File: config.mk
export PLATFORM = sky130hd
export DESIGN_NAME = rvb_shift_issue
export DESIGN_NICKNAME = d
export VERILOG_FILES = /design/src/rtl/rvb_pkg.sv /design/src/rtl/rvb_shift_decode.sv /design/src/rtl/rvb_shift_issue.sv
export SDC_FILE = /design/constraint.sdc
export NUM_CORES = 1
export LEC_CHECK = 0
export BUFFER_PORTS_ARGS = -buffer_cell sky130_fd_sc_hd__buf_2
export CAP_MARGIN = 20
export CORE_AREA = 2 2 175 177
export DETAILED_ROUTE_END_ITERATION = 12
export DIE_AREA = 0 0 177 179
export GPL_ROUTABILITY_DRIVEN = 0
export HOLD_SLACK_MARGIN = 0.05
export PLACE_DENSITY = 0.6
export SETUP_SLACK_MARGIN = 0.02
export SLEW_MARGIN = 10
export SYNTH_ARGS = -nofsm -noshare
export SYNTH_HDL_FRONTEND = slang
export SYNTH_SLANG_ARGS = --single-unit
File: constraint.sdc
create_clock -name clock -period 9.2 [get_ports clock]
set_input_delay 1.84 -clock clock [delete_from_list [all_inputs] [get_ports clock]]
set_output_delay 1.84 -clock clock [all_outputs]
set_load 0.02 [all_outputs]
File: src/rtl/rvb_pkg.sv
// Shared definitions for the bit-manip shifter issue slice.
package rvb_pkg;

  localparam int unsigned RVB_XLEN_MAX = 64;
  localparam int unsigned RVB_TAGW_MAX = 5;
  localparam int unsigned CTL_W        = 6;

  // Bit positions of the copied instruction bits inside ctl
  localparam int unsigned CTL_I3  = 0;
  localparam int unsigned CTL_I14 = 1;
  localparam int unsigned CTL_I26 = 2;
  localparam int unsigned CTL_I27 = 3;
  localparam int unsigned CTL_I29 = 4;
  localparam int unsigned CTL_I30 = 5;

  localparam logic [6:0] OPC_OP        = 7'b0110011;
  localparam logic [6:0] OPC_OP_IMM    = 7'b0010011;
  localparam logic [6:0] OPC_OP_32     = 7'b0111011;
  localparam logic [6:0] OPC_OP_IMM_32 = 7'b0011011;

  localparam logic [1:0] F3_SHIFT_LO = 2'b01;   // funct3[1:0] of all shift/rotate/single-bit ops
  localparam logic [2:0] F3_BFP      = 3'b111;

  typedef struct packed {
    logic [RVB_XLEN_MAX-1:0] rs1;
    logic [RVB_XLEN_MAX-1:0] rs2;
    logic [RVB_XLEN_MAX-1:0] rs3;
    logic [CTL_W-1:0]        ctl;
    logic [RVB_TAGW_MAX-1:0] tag;
  } shift_op_t;

  typedef enum logic [1:0] {
    BUF_EMPTY = 2'd0,
    BUF_ONE   = 2'd1,
    BUF_TWO   = 2'd2
  } buf_state_t;

endpackage

File: src/rtl/rvb_shift_decode.sv
// Combinational decode of a raw instruction word into shifter legality,
// immediate selection and the control bits forwarded downstream.
module rvb_shift_decode
  import rvb_pkg::*;
#(
  parameter int unsigned XLEN = 64
) (
  input  logic [31:0]      insn,
  output logic             legal_c,
  output logic             imm_sel_c,
  output logic [6:0]       imm_c,
  output logic [CTL_W-1:0] ctl_c
);

  logic [6:0] opc;
  logic [2:0] f3;
  logic       opc_ok;
  logic       f3_ok;
  logic       rv32_bad;
  logic       unused_insn_bits;

  assign opc = insn[6:0];
  assign f3  = insn[14:12];

  // Register/destination fields and opcode-only bits play no part in shifter control
  assign unused_insn_bits = ^{insn[31], insn[28], insn[19:15], insn[11:7]};

  // Legality, immediate extraction and control bit copy
  always_comb begin
    opc_ok    = (opc == OPC_OP) || (opc == OPC_OP_IMM) ||
                ((XLEN == 64) && ((opc == OPC_OP_32) || (opc == OPC_OP_IMM_32)));
    f3_ok     = (f3[1:0] == F3_SHIFT_LO) || ((f3 == F3_BFP) && insn[27] && !insn[26]);
    // RV32 has no 6-bit shamt: bit 25 set on a non-funnel immediate is reserved
    rv32_bad  = (XLEN == 32) && (opc == OPC_OP_IMM) && insn[25] && !insn[26];
    legal_c   = opc_ok && f3_ok && !rv32_bad;
    imm_sel_c = !opc[5];
    // Funnel immediates reuse bit 26 as an opcode bit, so only 6 shamt bits remain
    imm_c     = insn[26] ? {1'b0, insn[25:20]} : insn[26:20];
    ctl_c          = '0;
    ctl_c[CTL_I3]  = (XLEN == 64) ? insn[3] : 1'b0;
    ctl_c[CTL_I14] = insn[14];
    ctl_c[CTL_I26] = insn[26];
    ctl_c[CTL_I27] = insn[27];
    ctl_c[CTL_I29] = insn[29];
    ctl_c[CTL_I30] = insn[30];
  end

endmodule

File: src/rtl/rvb_shift_issue.sv
// Issue stage in front of the bit-manip shifter: decode, immediate
// substitution, illegal-op rejection and output buffering.
// Build option RVB_SHIFT_ISSUE_SKID_EN selects a 2-entry skid buffer with a
// registered in_ready; otherwise a single slot with combinational in_ready.
module rvb_shift_issue
  import rvb_pkg::*;
#(
  parameter int unsigned XLEN = 64,
  parameter int unsigned TAGW = 5
) (
  input  logic            clock,
  input  logic            reset,
  input  logic            flush,
  input  logic            in_valid,
  output logic            in_ready,
  input  logic [31:0]     in_insn,
  input  logic [XLEN-1:0] in_rs1,
  input  logic [XLEN-1:0] in_rs2,
  input  logic [XLEN-1:0] in_rs3,
  input  logic [TAGW-1:0] in_tag,
  output logic            out_valid,
  input  logic            out_ready,
  output logic [XLEN-1:0] out_rs1,
  output logic [XLEN-1:0] out_rs2,
  output logic [XLEN-1:0] out_rs3,
  output logic            out_insn3,
  output logic            out_insn14,
  output logic            out_insn26,
  output logic            out_insn27,
  output logic            out_insn29,
  output logic            out_insn30,
  output logic [TAGW-1:0] out_tag,
  output logic            illegal,
  output logic [TAGW-1:0] illegal_tag
);

  logic             legal_c;
  logic             imm_sel_c;
  logic [6:0]       imm_c;
  logic [CTL_W-1:0] ctl_c;
  shift_op_t        op_c;
  shift_op_t        head_q;
  logic             accept_c;
  logic             push_c;

  rvb_shift_decode #(.XLEN(XLEN)) u_decode (
    .insn      (in_insn),
    .legal_c   (legal_c),
    .imm_sel_c (imm_sel_c),
    .imm_c     (imm_c),
    .ctl_c     (ctl_c)
  );

  // Assemble the op payload with the immediate substituted into rs2
  always_comb begin
    op_c     = '0;
    op_c.rs1 = RVB_XLEN_MAX'(in_rs1);
    op_c.rs2 = imm_sel_c ? RVB_XLEN_MAX'(imm_c) : RVB_XLEN_MAX'(in_rs2);
    op_c.rs3 = RVB_XLEN_MAX'(in_rs3);
    op_c.ctl = ctl_c;
    op_c.tag = RVB_TAGW_MAX'(in_tag);
  end

  assign accept_c = in_valid && in_ready;
  assign push_c   = accept_c && legal_c && !flush;

  // Rejected ops are consumed and reported one cycle later, unless flushed
  always_ff @(posedge clock or posedge reset) begin
    if (reset) begin
      illegal     <= 1'b0;
      illegal_tag <= '0;
    end else begin
      illegal <= accept_c && !legal_c && !flush;
      if (accept_c && !legal_c) illegal_tag <= in_tag;
    end
  end

`ifdef RVB_SHIFT_ISSUE_SKID_EN
  buf_state_t state_q;
  buf_state_t state_d;
  shift_op_t  skid_q;
  logic       in_ready_q;
  logic       drain_c;
  logic       head_from_in_c;
  logic       head_from_skid_c;
  logic       skid_load_c;

  assign drain_c  = out_valid && out_ready;
  assign in_ready = in_ready_q;

  // Occupancy next-state and buffer load selects
  always_comb begin
    state_d          = state_q;
    head_from_in_c   = 1'b0;
    head_from_skid_c = 1'b0;
    skid_load_c      = 1'b0;
    if (flush) begin
      state_d = BUF_EMPTY;
    end else begin
      case (state_q)
        BUF_EMPTY: begin
          if (push_c) begin
            state_d        = BUF_ONE;
            head_from_in_c = 1'b1;
          end
        end
        BUF_ONE: begin
          if (drain_c) begin
            if (push_c) head_from_in_c = 1'b1;
            else        state_d        = BUF_EMPTY;
          end else if (push_c) begin
            skid_load_c = 1'b1;
            state_d     = BUF_TWO;
          end
        end
        BUF_TWO: begin
          // in_ready is low here, so no push can coincide
          if (drain_c) begin
            head_from_skid_c = 1'b1;
            state_d          = BUF_ONE;
          end
        end
        default: state_d = BUF_EMPTY;
      endcase
    end
  end

  // Occupancy state with registered handshake flags
  always_ff @(posedge clock or posedge reset) begin
    if (reset) begin
      state_q    <= BUF_EMPTY;
      out_valid  <= 1'b0;
      in_ready_q <= 1'b1;
    end else begin
      state_q    <= state_d;
      out_valid  <= (state_d != BUF_EMPTY);
      in_ready_q <= (state_d != BUF_TWO);
    end
  end

  // Head and skid payload registers
  always_ff @(posedge clock or posedge reset) begin
    if (reset) begin
      head_q <= '0;
      skid_q <= '0;
    end else begin
      if (head_from_in_c)        head_q <= op_c;
      else if (head_from_skid_c) head_q <= skid_q;
      if (skid_load_c)           skid_q <= op_c;
    end
  end
`else
  assign in_ready = !out_valid || out_ready;

  // Single output slot: load on push, empty on drain or flush
  always_ff @(posedge clock or posedge reset) begin
    if (reset) begin
      out_valid <= 1'b0;
      head_q    <= '0;
    end else if (flush) begin
      out_valid <= 1'b0;
    end else if (push_c) begin
      out_valid <= 1'b1;
      head_q    <= op_c;
    end else if (out_ready) begin
      out_valid <= 1'b0;
    end
  end
`endif

  assign out_rs1    = head_q.rs1[XLEN-1:0];
  assign out_rs2    = head_q.rs2[XLEN-1:0];
  assign out_rs3    = head_q.rs3[XLEN-1:0];
  assign out_tag    = head_q.tag[TAGW-1:0];
  assign out_insn3  = head_q.ctl[CTL_I3];
  assign out_insn14 = head_q.ctl[CTL_I14];
  assign out_insn26 = head_q.ctl[CTL_I26];
  assign out_insn27 = head_q.ctl[CTL_I27];
  assign out_insn29 = head_q.ctl[CTL_I29];
  assign out_insn30 = head_q.ctl[CTL_I30];

endmodule

======== Word-level counts from Yosys, hierarchy flattened ========
Index checks and enable logic that the tools add are counted.
word-level totals
  register bits ........................... 210
  latch bits .............................. 0
  RAM bits ................................ 0
  memory bits (read-only) ................. 0
  bits of input ports ..................... 234
  word-level logic and storage cells ...... 38
  memories kept ........................... 0
operators by class
  add/subtract/negate cells ............... 0
  multiply operators ...................... 0
  div/mod/pow operators ................... 0
  magnitude comparators ................... 0
  eq/ne operators ......................... 6
  shift operators ......................... 0
  muxes and demuxes ....................... 4
  bitwise gates (word level) .............. 1
  reduce and logical (&&, ||, !) cells .... 19
operators with widths
  cell                  number
  $mux W64              1
  $eq A7 B5 Y1 const B  2
  $eq A7 B6 Y1 const B  2
  $logic_and A1 B1 Y1   8
  $logic_or A1 B1 Y1    5
  $logic_not A1 Y1      4
  $eq A3 B3 Y1 const B  1
  $mux W1               3
  $reduce_bool A3 Y1    1
  $eq A2 B1 Y1 const B  1
  $reduce_and A2 Y1     1
  $not A1 Y1            1

======== Depth between registers and ports, before layout ========
  depth in word-level cells ............... 9
  depth in mapped cells ................... 7

======== By module ========
A second synthesis with hierarchy kept.
second synthesis, totals
  cells, all modules ...................... 535
  area total of the unflattened synthesis .. 8479.4 um^2
modules (own cells, without submodules)
  module            instances  cells each  area each (um^2)  seq. area each (um^2)
  rvb_shift_issue   1          517         8333.0            5255.0
  rvb_shift_decode  1          18          146.4             0.0

======== Worst setup path after synthesis ========
No wires, ideal clock.
  kind .................................... input-to-output
  start point ............................. input port out_ready
  end point ............................... output port in_ready
  data arrival time ....................... 2.072 ns
  data required time ...................... 7.360 ns
  slack ................................... 5.288 ns
  stages on the path ...................... 1
  cell sequence ........................... nand2b_1
between the ends
  word-level cells in the longest chain between the ends .. 1
ends and longest elaborated chain
  item                RTL line                source
  start: declaration  rvb_shift_issue.sv:22   input logic out_ready,
  $logic_or A1 B1 Y1  rvb_shift_issue.sv:153  assign in_ready = !out_valid || out_ready;
  end: declaration    rvb_shift_issue.sv:15   output logic in_ready,
No other way between the ends.

======== Worst setup path in the final report ========
  start point ............................. input port in_insn[27]
  end point ............................... register head_q (netlist bit out_rs3[34])
between the ends
  word-level cells in the longest chain between the ends .. 7
ends and longest elaborated chain
  item                                RTL line                source
  start: declaration                  rvb_shift_issue.sv:16   input logic [31:0] in_insn,
  $logic_and A1 B1 Y1 (2 in a row)    rvb_shift_decode.sv:32  f3_ok = (f3[1:0] == F3_SHIFT_LO) || ((f3 == F3_BFP) && insn[27] && !insn[26]);
  $logic_or A1 B1 Y1                  rvb_shift_decode.sv:32
  $logic_and A1 B1 Y1                 rvb_shift_decode.sv:35  legal_c = opc_ok && f3_ok && !rv32_bad;
  $logic_and A1 B1 Y1 (2 in a row)    rvb_shift_issue.sv:65   assign push_c = accept_c && legal_c && !flush;
  $reduce_and A2 Y1 (no source line)  -
  end signal: assignment              rvb_shift_issue.sv:164  head_q <= op_c;
  end: declaration                    rvb_shift_issue.sv:42   shift_op_t head_q;
No other way between the ends.
A chain may end at the register's enable or synchronous reset.

==> out/metrics.yaml <==
yosys_warnings: 0
slew_violations: 0
nets: 1248
period_needed_ps: 4410
p_leak_nw: 7.42
status: "finished, final reports clean"
netlist_area_um2: 8720
fp.dieW_um: 177
firstDrtPassIters: 4
cp_cell_sequence: "buf_2 -> nand3b_1 -> a2111oi_4 -> or3b_4 -> buf_4 -> mux2_2"
startpoint_type: "input pin"
io_buffers: 432
htree_levels: 1
worstPathBufferInverterCount: 2
cts.hold.buffers_added: 0
via_count: 5947
hold_path_class: "flip-flop to flip-flop"
dp.cells: 1384
path_delay_family: "simple AND/OR/NAND/NOR gates"
rsz0062_at_grt: "false"
met1_usage: 0.170
worst_hold_slack_ps: 499
antenna_found_initial: 0
sw_frac_of_total: 0.253
grt_pass1_wl_mm: 34.1
p_clk_frac: 0.424
peakVddDrop_uv: 131
final.setup_skew_ps: 10.7
post_cts_resized: 0
routed_wl_mm: 22.9
cp_slowest_cell: "or3b_4"
hold_violations: 0
io_pins: 445
cts_tree: "done"
fin_crit_sh: 0.479
grt_pass1_vias: 5987
syn_inst: 581
path_clk_slew_ps: 60
avgRoutedWirePerCell_um: 16.1
ant_nets: 0
diodes: 0
viasPerCell: 4.17
drc: 0
grt_use_total: 0.136
cp_max_fo: 57
cts_made_buffers: 24
timing.slew.headroom: 0.257
rows: 64
crit_required_ps: 9600
gr-usage-met2: 0.232
power_frac_seq: 0.447
drive_above_1_share: 0.616
post_cts_buffers: 0
drv_cap: 0
seq_area_frac_synth: 0.603
cts_root_buf: "clkbuf_16"
arrival_ps: 4810
synth_fp_nets: 815
dp_hpwl_mm: 16.4
dieArea_um2: 31700
pwr_density_cell_nw_per_um2: 188
n_fill_cell: 2921
synth_area_per_cell_um2: 15.0
fp.coreArea_um2: 30000
clock-sinks: 210
setup_tns_ps: 0
netlist-cell-type-count: 18
initial_core_util: 0.290
grt.busiest_layer: "met2"
setup_viol: 0
max-clock-path-buffers: 3
worst_pin_slew_ps: 1110
p_comb_frac: 0.129
die_h_um: 179
internal-power_mw: 1.69
drt_first_iter_violations: 152
path_class: "input pin to flip-flop"
syn2layout_area_growth_pct: 37.7
stdcell_count: 1427
cp-end-kind: "flip-flop"
grt.overflow.total: 0
clk_latency_ps: 510
grt_max_degree: 97
synth-seq-cells: 210
met3_usage: 0.0337
power_switching_mw: 0.571
fmax_ghz: 0.227
slowest_delay_ps: 950
[state kept, by name, summed over array words and instances, names as in the netlist, 5 cells and up]
signal	flops
out_rs1	64
out_rs2	64
out_rs3	64
illegal_tag	5
out_tag	5
[power by group through the flow]
stage / Sequential [mW] / Combinational (mW) / Clock (mW)
final: 1.01 / 0.292 / 0.957
after global routing: 1.02 / 0.317 / 1.03
after CTS: 1.01 / 0.298 / 0.987
after detailed placement: 1.02 / 0.297 / 0
after global placement: 1.02 / 0.293 / 0
after floorplan: 1.10 / 0.0901 / 0
[kinds of logic (layout without fill, tap and decap cells)]
| family | count (synthesis) | in the layout | share of synthesized area |
|---|---|---|---|
| AO/OA/AOI/OAI | 2 | 2 | 0.00373 |
| AND/OR/NAND/NOR | 65 | 65 | 0.0300 |
| multiplexers | 214 | 214 | 0.312 |
| flip-flops | 210 | 210 | 0.603 |
| buffers and inverters | 90 | 540 | 0.0518 |
[worst reg2reg max path, cell delays in order (launching register included)]
cell	delay (ps)
dfrtp_1	350
nand2b_1	90
nand2_1	130
or3b_4	840
buf_4	1030
mux2_2	470
[layout make-up]
type	instances	area (um2)	area share
Inverter	60	233	0.0194
Multi-Input combinational cell	281	3010	0.251
Sequential cell	210	5260	0.438
Tap cell	396	495	0.0413
Clock buffer	36	737	0.0614
Clock inverter	7	62.6	0.00521
Timing Repair Buffer	437	2210	0.184
[layout by cell type, fill, tap and decap left out]
cell        netlist  routed
buf_4             0       4
clkbuf_16         0      25
buf_2            10     432
or3b_4            0       1
inv_1            60      59
bufinv_16         0       1
mux2_2           55      55
o21ai_0           1       1
dfrtp_1         210     210
nand4b_1          1       1
nand3b_1          1       1
mux2i_1          58      58
inv_8             0       1
nor2_1            1       1
mux2_4          101     101
a2111oi_4         1       1
clkbuf_8          0       7
buf_12            0       1
nor3_1            1       1
clkinvlp_4        0       1
nand2_1          59      59
nand2b_1          1       1
clkinv_2          0       5
clkbuf_1          7       4
[path summary, 6_finish.rpt]
| path | from | to | slack (ps) | cells after the start |
|---|---|---|---|---|
| worst max-delay path | in_insn[27] | out_rs3[34] | 4790 | 6 |
| worst min-delay path | out_rs3[24] | out_rs3[24] | 500 | 1 |
| worst max register to register | out_valid | out_rs3[34] | 6180 | 5 |
| worst min register to register | out_rs3[24] | out_rs3[24] | 500 | 1 |
| max in group asynchronous | reset | out_rs2[38] | 6390 | 3 |
| min in group asynchronous | reset | out_rs3[3] | 1420 | 2 |
[synth_stat cells]
cell type | count | area, um2
nand2b_1 | 1 | 6.26
mux2_4 | 101 | 1520
nor2_1 | 1 | 3.75
mux2_2 | 55 | 619
or3b_1 | 1 | 8.76
clkbuf_1 | 7 | 26.3
nand3b_1 | 1 | 7.51
o21ai_0 | 1 | 5.00
buf_6 | 12 | 135
mux2i_1 | 58 | 581
inv_1 | 60 | 225
a2111oi_4 | 1 | 27.5
buf_8 | 1 | 15.0
nand4b_1 | 1 | 8.76
dfrtp_1 | 210 | 5260
nand2_1 | 59 | 221
buf_2 | 10 | 50.1
nor3_1 | 1 | 5.00
[through the flow]
stage	power (mW)	utilization	cell area [um2]	worst slack, ps
global placement	1.32	0.373	11200	4300
global route	2.36	0.400	12000	4670
floorplan	1.19	-	8720	1620
detailed placement	1.32	0.373	11200	4280
CTS	2.29	0.400	12000	4840
finish	2.26	0.400	12000	4790
[metal layers]
layer	wire length [um]	share of wire
met5	0	0
met4	641	0.028
met3	1570	0.068
met2	11400	0.50
met1	9300	0.41
(Power assumes the default switching activity.)
